--- config.mk ---
export PLATFORM = sky130hd
export DESIGN_NAME = grant_transfer_ctrl
export DESIGN_NICKNAME = d
export VERILOG_FILES = /design/src/rtl/grant_transfer_ctrl.sv
export SDC_FILE = /design/constraint.sdc
export NUM_CORES = 1
export LEC_CHECK = 0
export CORE_MARGIN = 2
export CORE_UTILIZATION = 30
export CTS_CLUSTER_SIZE = 30
export DETAILED_ROUTE_END_ITERATION = 8
export GPL_TIMING_DRIVEN = 0
export PLACE_DENSITY = 0.74
export SLEW_MARGIN = 20
export SYNTH_ARGS = -nofsm -noshare
export SYNTH_HDL_FRONTEND = slang
export SYNTH_SLANG_ARGS = --single-unit
--- constraint.sdc ---
create_clock -name clk -period 5.3 [get_ports clk]
set_clock_uncertainty 0.1 [all_clocks]
set_input_delay 1.06 -clock clk [delete_from_list [all_inputs] [get_ports clk]]
set_output_delay 1.06 -clock clk [all_outputs]
set_load 0.05 [all_outputs]
--- src/rtl/grant_transfer_ctrl.sv ---
// Burst transfer controller: latches the arbiter's granted client and streams its beats out.
// Optional stall timeout is built only when XFER_TIMEOUT_EN is defined.
module grant_transfer_ctrl #(
    parameter int DATA_W      = 8,
    parameter int LEN_W       = 4,
    parameter int TIMEOUT_CYC = 16
) (
    input  logic              clk,
    input  logic              reset,
    input  logic              grt_0,
    input  logic              grt_1,
    input  logic [LEN_W-1:0]  len_0,
    input  logic [LEN_W-1:0]  len_1,
    input  logic              src_valid_0,
    input  logic              src_valid_1,
    input  logic [DATA_W-1:0] data_0,
    input  logic [DATA_W-1:0] data_1,
    input  logic              out_ready,
    output logic              out_valid,
    output logic [DATA_W-1:0] out_data,
    output logic              out_owner,
    output logic              rd_0,
    output logic              rd_1,
    output logic              done_0,
    output logic              done_1,
    output logic              busy,
    output logic              err
);

    typedef enum logic [1:0] {
        IDLE = 2'd0,
        XFER = 2'd1,
        DONE = 2'd2
    } state_t;

    state_t             state, state_next;
    logic               owner, owner_next;
    logic [LEN_W-1:0]   cnt, cnt_next;
    logic               src_valid_sel;
    logic               accept;
    logic               timeout;

    assign src_valid_sel = owner ? src_valid_1 : src_valid_0;
    assign accept        = (state == XFER) && src_valid_sel && out_ready;
    assign busy          = (state != IDLE);

`ifdef XFER_TIMEOUT_EN
    localparam int STALL_W = $clog2(TIMEOUT_CYC + 1);

    logic [STALL_W-1:0] stall;
    logic               err_q;

    // Stall counter is held at zero outside XFER so every burst starts fresh.
    always_ff @(posedge clk or posedge reset) begin
        if (reset) begin
            stall <= '0;
            err_q <= 1'b0;
        end else begin
            err_q <= timeout;
            if (state != XFER || accept)
                stall <= '0;
            else
                stall <= stall + 1'b1;
        end
    end

    assign timeout = (state == XFER) && !accept && (stall == STALL_W'(TIMEOUT_CYC - 1));
    assign err     = err_q;
`else
    logic unused_timeout_cfg;
    assign unused_timeout_cfg = TIMEOUT_CYC[0];
    assign timeout            = 1'b0;
    assign err                = 1'b0;
`endif

    always_ff @(posedge clk or posedge reset) begin
        if (reset) begin
            state <= IDLE;
            owner <= 1'b0;
            cnt   <= '0;
        end else begin
            state <= state_next;
            owner <= owner_next;
            cnt   <= cnt_next;
        end
    end

    always_comb begin
        state_next = state;
        owner_next = owner;
        cnt_next   = cnt;
        out_valid  = 1'b0;
        out_data   = '0;
        out_owner  = 1'b0;
        rd_0       = 1'b0;
        rd_1       = 1'b0;
        done_0     = 1'b0;
        done_1     = 1'b0;
        case (state)
            IDLE: begin
                // Client 0 wins if the arbiter ever raises both grants.
                if (grt_0) begin
                    state_next = XFER;
                    owner_next = 1'b0;
                    cnt_next   = len_0;
                end else if (grt_1) begin
                    state_next = XFER;
                    owner_next = 1'b1;
                    cnt_next   = len_1;
                end
            end
            XFER: begin
                out_valid = src_valid_sel;
                out_data  = owner ? data_1 : data_0;
                out_owner = owner;
                rd_0      = accept && !owner;
                rd_1      = accept && owner;
                if (accept) begin
                    if (cnt == '0)
                        state_next = DONE;
                    else
                        cnt_next = cnt - 1'b1;
                end else if (timeout) begin
                    state_next = IDLE;
                end
            end
            DONE: begin
                out_owner  = owner;
                done_0     = !owner;
                done_1     = owner;
                state_next = IDLE;
            end
            default: state_next = IDLE;
        endcase
    end

endmodule

# --- Word level (Yosys, flattened, before mapping) ---
# Cells that the tools add are included.
op_classes:
  add_sub_neg: 1
  multipliers: 0
  div_mod_pow: 0
  n_lt_le_gt_ge: 0
  eq_ne: 6
  n_shift: 0
  n_mux: 21
  bitwise_logic: 0
  n_reduce_logical: 14
ops:
  columns: ["operator", "n"]
  rows:
  - ["4-bit two-way mux", 4]
  - ["8-bit two-way mux", 2]
  - ["1-bit two-way mux", 9]
  - ["2-bit two-way mux", 4]
  - ["4-bit one-hot mux with 2 select lines", 1]
  - ["2-bit nonzero test", 3]
  - ["1-bit logical AND", 4]
  - ["4-bit logical NOT", 1]
  - ["2-bit != test (second input constant)", 2]
  - ["2-bit one-hot mux with 2 select lines", 1]
  - ["4-bit AND reduction", 1]
  - ["4-bit by 1-bit subtractor with 4-bit output (second input constant)", 1]
  - ["3-bit != test (second input constant)", 1]
  - ["3-bit AND reduction", 1]
  - ["2-bit by 1-bit equality test with 1-bit output (second input constant)", 1]
  - ["2-bit equality test (second input constant)", 1]
  - ["2-bit logical NOT", 1]
  - ["2-bit by 1-bit != test with 1-bit output (second input constant)", 1]
  - ["2-bit AND reduction", 1]
  - ["2-bit OR reduction", 1]
  - ["1-bit logical NOT", 1]
totals:
  register_bits: 7
  latch_bits: 0
  mem_bits_rw: 0
  rom_bits: 0
  inputBits: 31
  wordCells: 45
  n_memories: 0

# --- Logic depth before layout (Yosys ltp) ---
# Gate-level depths: netlist of the first run.
depth:
  depth_word: 5
  mapped_depth: 7
  depth_no_buf: 6

# --- Least setup slack after synthesis of the first run ---
# No wires, ideal clock.
synth_timing:
  path_kind: "register to output"
  startpoint: "reg state[1]"
  endpoint: "out rd_0"
  arrival_time_ns: 2.835
  path_slack_ns: 1.305
  stages_incl_launch_ff: 7
  n_path_buf: 2
  path_cell_list: "dfrtp_1 -> inv_1 -> ha_1 -> buf_2 -> inv_1 -> clkbuf_1 -> nor4b_1"
synth_via:
  elab_chain_len: 5
synth_rtl:
  columns: ["element", "line", "rtl"]
  rows:
  - ["start, declared", "36", "state_t state, state_next;"]
  - ["start signal, assigned", "82", "state <= state_next;"]
  - ["2-bit by 1-bit equality test with 1-bit output *", "44, 99", null]
  - ["1-bit logical AND (2 in a row)", "44", "assign accept = (state == XFER) && src_valid_sel && out_ready;"]
  - ["1-bit logical AND", "116", "rd_0 = accept && !owner;"]
  - ["1-bit two-way mux *", "99", "case (state)"]
  - ["end, declared", "22", "output logic rd_0,"]
# Mark *: on every way between the ends. The rest lies on a longest branch, timed or not.

# --- Worst setup path after layout of the first run ---
layout_timing:
  startpoint: "in src_valid_0"
  endpoint: "out rd_1"
layout_via:
  elab_chain_len: 5
layout_rtl:
  columns: ["element", "line", "rtl"]
  rows:
  - ["start, declared", "14", "input logic src_valid_0,"]
  - ["1-bit two-way mux", "43", "assign src_valid_sel = owner ? src_valid_1 : src_valid_0;"]
  - ["1-bit logical AND (2 in a row)", "44", null]
  - ["1-bit logical AND", "117", "rd_1 = accept && owner;"]
  - ["1-bit two-way mux", "99", null]
  - ["end, declared", "23", "output logic rd_1,"]
# No other way between the ends.

==> out/qor.csv, run 1 <==
metric;value;unit
dpl_worst_slack;1.38;ns
num-fill-cells;210;
fmax;0.254;GHz
end_kind;primary output;
io_buffers;44;
hold_violations;0;
netlist_area;718;um^2
cts_resized;0;
tns;0;ns
path_cells;clkdlybuf4s50_1 -> mux2i_2 -> nor2_1 -> and3_1 -> clkdlybuf4s50_1;
synth_common_cells;mux2i_1, nor2_1, dfrtp_1, inv_1;
dieArea;0.00280;mm^2
drc;0;
peakVddDrop;0.318;mV
crit_family;buffers and inverters;
coreArea;0.00223;mm^2
worstSkewPairLatency;0.25;ns
r2r_start;state[1];
synth.avg_cell_area;8.98;um^2
power;703;uW
worstHoldStart;cnt[3];
nets;165;
relSlewSlack;65.1;%
critPathMaxStageDelay;0.82;ns
crit_required;4.14;ns
timing.final.max_slew_violations;0;
grt_pass1_vias;770;
wl_per_cell;12.2;um
critPathKind;in -> out;
post_cts_buffers;0;
regArea;175;um^2
rrSetupSlack;3.39;ns
synthTopCellsByArea;dfrtp_1, mux2i_1, ha_1;
grt.total_usage;16.0;%
hp-class;reg -> reg;
cts_buffer_depth;2;
fin_crit_sh;74.2;%
worstMarginPinSlew;0.523;ns
ys.flop_type;dfrtp_1;
drtPass1Iterations;4;
synthCells;80;
netlist.area_leader.share;24.4;%
cts_sinks;7;
drt_iter0_drc;4;
total_leakage_power;0.000535;uW
yosysTopAreaCell;dfrtp_1;
crit_buf_inv;2;
path_clk_slew;0.05;ns
finalWirelength;1900;um
clockRootBuffer;clkbuf_4;
start_util;32.2;%
cts-hold-fix-buffers;0;
cts_buffers;3;
cts_tree;done;
grt_pass1_wl;3150;um
post-route-worst-setup-slack;1.37;ns
setup_viol;0;
place_congestion;0.767;
grt_overflow;0;
rsz0062_at_grt;false;
max_cap_viol_count;0;
synth_seq_cells;7;
ff2ff_path_depth;6;
final.min_clock_period;3.93;ns
rows;17;
antenna_found_initial;0;
synth_fp_nets;116;
via_count;730;
async_reset_ff_share;100;%
grt_max_degree;11;
synth.distinct_cells;31;
status;completed;
hold-worst-slack;0.427;ns
cts_max_level;1;
ioPinCount;47;
critPathSlowestCell;clkdlybuf4s50_1;
path_common_cell;clkdlybuf4s50_1;
synth-edff-count;0;
die_x;52.9;um
crit_arrival;2.77;ns
whs_endpoint;cnt[3];
hpwl;1650;um
num_antenna_cells;0;
post-route-util;54.6;%
synthToLayoutAreaGrowth;69.9;%
drive_gt1_share;11.7;%
timing.rr.end;cnt[2];
min_path_cells;1;
worstPathMaxFanout;3;
die_h;52.9;um
seq_area_frac_synth;24.4;%
yosysWarnings;0;
cp_num_cells;5;
ant_nets;0;
yosysMostFrequentCell;mux2i_1;
vias_per_cell;4.68;
cp-start-kind;input pin;
multi_input_area;480;um^2
power_density;576;mW/mm^2
-- power by group --
group | internal [uW] | switching [uW] | leakage [uW]
Combinational | 226 | 324 | 0.000436
Sequential | 82.3 | 21.2 | 0.0000839
Clock | 28.7 | 19.6 | 0.0000150
-- state kept, by name, summed over array words and instances (netlist names) --
| name | count |
|---|---|
| cnt | 4 |
| state | 2 |
| owner | 1 |
-- cell families after synthesis --
| group | count (synthesis) | synth area share, % |
|---|---|---|
| flops | 7 | 24.4 |
| fa+ha+maj | 5 | 8.71 |
| mux | 17 | 26.0 |
| compound gates | 13 | 13.4 |
| other cells | 1 | 0.522 |
| simple gates | 23 | 17.1 |
| xor+xnor | 1 | 1.22 |
| buf+inv | 13 | 8.71 |
-- stage by stage --
| step | instances | instance area, um^2 |
|---|---|---|
| floorplan | 80 | 718 |
| global placement | 152 | 1190 |
| detailed placement | 152 | 1190 |
| CTS | 156 | 1220 |
| global route | 156 | 1220 |
| finish | 156 | 1220 |
-- how the worst max path moves through the flow --
stage | from | to | slack (ns)
after floorplan | state[1] | rd_0 | 1.31
after global placement | src_valid_0 | rd_0 | 1.38
after detailed placement | src_valid_0 | rd_1 | 1.38
after CTS | state[1] | rd_0 | 1.36
after global routing | state[1] | rd_1 | 1.19
final | src_valid_0 | rd_1 | 1.37
-- layer usage --
| metal | wire length [um] | track usage, % |
|---|---|---|
| met2 | 934 | 28.3 |
| met3 | 191 | 7.91 |
| met5 | 0 | 0 |
| met4 | 0 | 3.85 |
| met1 | 776 | 16.8 |
-- layout make-up --
class | count | area share (%)
clock buffers | 4 | 2.15
inverters | 7 | 2.15
well taps | 28 | 2.87
flip-flops and latches | 7 | 14.4
repair buffers | 44 | 36.1
plain buffers | 6 | 2.97
multi-input cells | 60 | 39.4
-- layout by cell type (no fill, tap or decap) --
master / n
and3_1: 1
clkdlybuf4s50_1: 44
mux2i_2: 1
a21oi_1: 5
clkbuf_1: 3
a211oi_1: 1
inv_1: 7
nor2b_1: 3
dfrtp_1: 7
nor4b_1: 1
nor3b_1: 2
clkbuf_4: 3
o31ai_1: 1
nand2_1: 2
buf_4: 1
nor2_1: 10
nand3_2: 1
buf_2: 2
o21ai_0: 2
mux2_4: 2
a32o_1: 1
o211ai_1: 1
a211oi_4: 1
xor2_1: 1
mux2_2: 1
mux2_1: 1
ha_1: 5
o21ai_2: 1
nand2_2: 1
and2_1: 2
conb_1: 1
mux2i_1: 12
buf_6: 1
-- worst reg2reg max path, stage by stage (launching register included) --
cell and delay [ns]:
dfrtp_1 0.37, inv_1 0.09, ha_1 0.24, buf_2 0.20
a21oi_1 0.35, nand2_2 0.14, mux2_4 0.32
Note: power is estimated with default switching activity, not from simulation.
==> run 2: changes to the inputs <==
--- a/config.mk
+++ b/config.mk
@@ -10,7 +10,7 @@
 export CTS_CLUSTER_SIZE = 30
 export DETAILED_ROUTE_END_ITERATION = 8
 export GPL_TIMING_DRIVEN = 0
-export PLACE_DENSITY = 0.74
+export PLACE_DENSITY = 0.76
 export SLEW_MARGIN = 20
 export SYNTH_ARGS = -nofsm -noshare
 export SYNTH_HDL_FRONTEND = slang
==> constraint.sdc (replaced) <==
create_clock -name clk -period 3.2 [get_ports clk]
set_clock_uncertainty 0.1 [all_clocks]
set_input_delay 0.64 -clock clk [delete_from_list [all_inputs] [get_ports clk]]
set_output_delay 0.64 -clock clk [all_outputs]
set_load 0.05 [all_outputs]
==> run 2 against run 1 <==
  * Combinational power rose by 62%
  * Largest power group unchanged
  * Die area is the same
  * Cell area shrank 2.5%
  * Sequential power is 69% higher
  * Clock power increased by 61%
==> out/qor.csv, run 2 (synthesis results as in run 1) <==
metric;value;unit;change
die_x;52.9;um;unchanged
rsz0062_at_grt;false;;
worstHoldStart;cnt[3];;
largest_register_ffs;4;;unchanged
largest-register;cnt;;
drc;0;;unchanged
fin_crit_sh;95.0;%;
rows;17;;unchanged
rrSetupSlack;1.28;ns;-2.11 ns
r2r_start;state[1];;
wl_per_cell;13.0;um;+6.7%
clkPwrFrac;6.8;%;about the same
grt_pass1_wl;3300;um;+4.6%
critPathMaxStageDelay;0.54;ns;-0.28 ns
power_switching;619;uW;+70%
peakVddDrop;0.503;mV;+58%
crit_family;buffers and inverters;;
power_density;964;mW/mm^2;+67%
die_h;52.9;um;unchanged
total_leakage_power;0.000552;uW;+3.2%
status;completed;;
synthToLayoutAreaGrowth;65.7;%;
timing.final.max_slew_violations;0;;unchanged
crit_buf_inv;5;;+3
relSlewSlack;65.9;%;+0.81 points
regArea;175;um^2;unchanged
ff2ff_path_depth;6;;unchanged
cp-start-kind;flop;;
worstSkewPairLatency;0.25;ns;about the same
hp-class;reg -> reg;;
hpwl;1720;um;+3.7%
placed_cells;152;;unchanged
num_antenna_cells;0;;unchanged
via_count;736;;+0.82%
nets;165;;unchanged
post-route-worst-setup-slack;0.159;ns;-1.21 ns
max_cap_viol_count;0;;unchanged
drt_iter0_drc;5;;+1
vias_per_cell;4.72;;+0.82%
critPathKind;reg -> out;;
ant_nets;0;;unchanged
final_cell_mix;clkdlybuf4s50_1, mux2i_1, nor2_1;;
worstMarginPinSlew;0.510;ns;-0.0121 ns
dpl_worst_slack;-0.0638;ns;-1.44 ns
path_clk_slew;0.05;ns;about the same
hold_violations;0;;unchanged
final.min_clock_period;3.04;ns;
cts_max_level;1;;unchanged
final_common_cell;clkdlybuf4s50_1;;
finalWirelength;2030;um;+6.7%
power;1150;uW;+63%
timing.rr.end;cnt[2];;
cts_sinks;7;;unchanged
crit_arrival;2.30;ns;-0.47 ns
drtPass1Iterations;2;;-2
grt_max_degree;11;;unchanged
path_common_cell;inv_1;;
num-fill-cells;239;;+14%
critPathSlowestCell;dlygate4sd2_1;;
post-route-util;53.3;%;-1.3 points
io_buffers;44;;unchanged
place_congestion;0.757;;-1.4%
worstPathMaxFanout;10;;+7
fmax;0.329;GHz;
end_kind;primary output;;
clockRootBuffer;clkbuf_4;;
cts_tree;done;;
grt_pass1_vias;773;;+0.39%
reg.largest.list;cnt: 4 flops, state: 2 flops, owner: 1 flops;;
path_cells;inv_1 -> ha_1 -> buf_2 -> inv_1 -> clkbuf_1 -> nor2_1 -> dlygate4sd2_1;;
dieArea;0.00280;mm^2;unchanged
min_path_cells;1;;unchanged
drive_gt1_share;18.0;%;+6.3 points
setup_viol;0;;unchanged
final_cell_count_no_fill;156;;unchanged
hold-worst-slack;0.451;ns;+0.0235 ns
coreArea;0.00223;mm^2;unchanged
grt.total_usage;16.4;%;+0.46 points
antenna_found_initial;0;;unchanged
combinationalPowerShare;77.9;%;-0.5 points
intPower;528;uW;+56%
cts_buffers;3;;unchanged
post_cts_buffers;0;;unchanged
multi_input_area;487;um^2;+1.3%
grt_overflow;0;;unchanged
whs_endpoint;cnt[3];;
p_seq_share;15.3;%;+0.6 points
ioPinCount;47;;unchanged
start_util;32.2;%;unchanged
switching_share;54.0;%;+2.0 points
crit_required;2.46;ns;-1.68 ns
cts_buffer_depth;2;;unchanged
run 2: cell count changes in the layout (fill, tap and decap cells not counted):
cell             delta
clkdlybuf4s50_1    -11
clkbuf_2            +5
buf_2               +2
nor4b_1             -1
clkdlybuf4s15_1     +3
nor4b_2             +1
dlygate4sd2_1       +1
run 2: worst max-delay path by stage:
stage	from	endpoint	slack, ns	cells past startpoint
6_report	state[1]	out_data[1]	0.16	7
4_1_cts	state[1]	out_valid	0.08	7
3_5_place_dp	state[1]	rd_1	-0.06	8
5_1_grt	state[1]	out_data[1]	0.0002	7
3_3_place_gp	state[1]	rd_1	-0.004	8
2_1_floorplan	state[1]	rd_1	0.009	7
run 2: final cells by class:
class | instances | share of cell area [%]
tap | 28 | 2.94
clock buffer | 4 | 2.21
multi-input combinational | 60 | 40.9
inverter | 7 | 2.21
sequential | 7 | 14.7
buffer | 6 | 3.05
timing repair buffer | 44 | 34.0
run 2: what timing repair did:
action                                  4_1_cts  5_1_grt
endpoints found under the setup margin       11       10
resized for setup                            16       17
hold buffers                                  0        0
run 2: worst reg2reg max path, delay by kind of cell (launching register included):
family	cells	cell delay, ns
flip-flops	1	0.37
adder cells (fa/ha/maj)	1	0.25
AO/OA/AOI/OAI	1	0.33
buffers and inverters	2	0.29
multiplexers	1	0.32
AND/OR/NAND/NOR	1	0.13
run 2: metrics by stage:
step | setup TNS [ns] | area [um^2]
after global routing | 0 | 1190
final | 0 | 1190
after CTS | 0 | 1220
after floorplan | 0 | 724
after detailed placement | -0.0924 | 1200
after global placement | -0.00391 | 1200
run 2: power by group through the flow:
stage          clock (uW)  sequential (uW)  combinational (uW)
2_1_floorplan           0              165                 686
3_3_place_gp            0              171                 909
3_5_place_dp            0              175                 929
4_1_cts              82.3              175                 906
5_1_grt              89.6              180                 965
6_report             78.0              176                 893
run 2: metal layers:
layer  share of wire [%]  global-route usage, %  routed length (um)  up-vias
li1                    -                      -                   -      366
met1                  41                   16.4                 834      340
met2                  50                   29.8                1010       28
met3                 8.8                   8.76                 179        2
met4                0.35                   3.85                   7        0
met5                   0                      0                   0        -
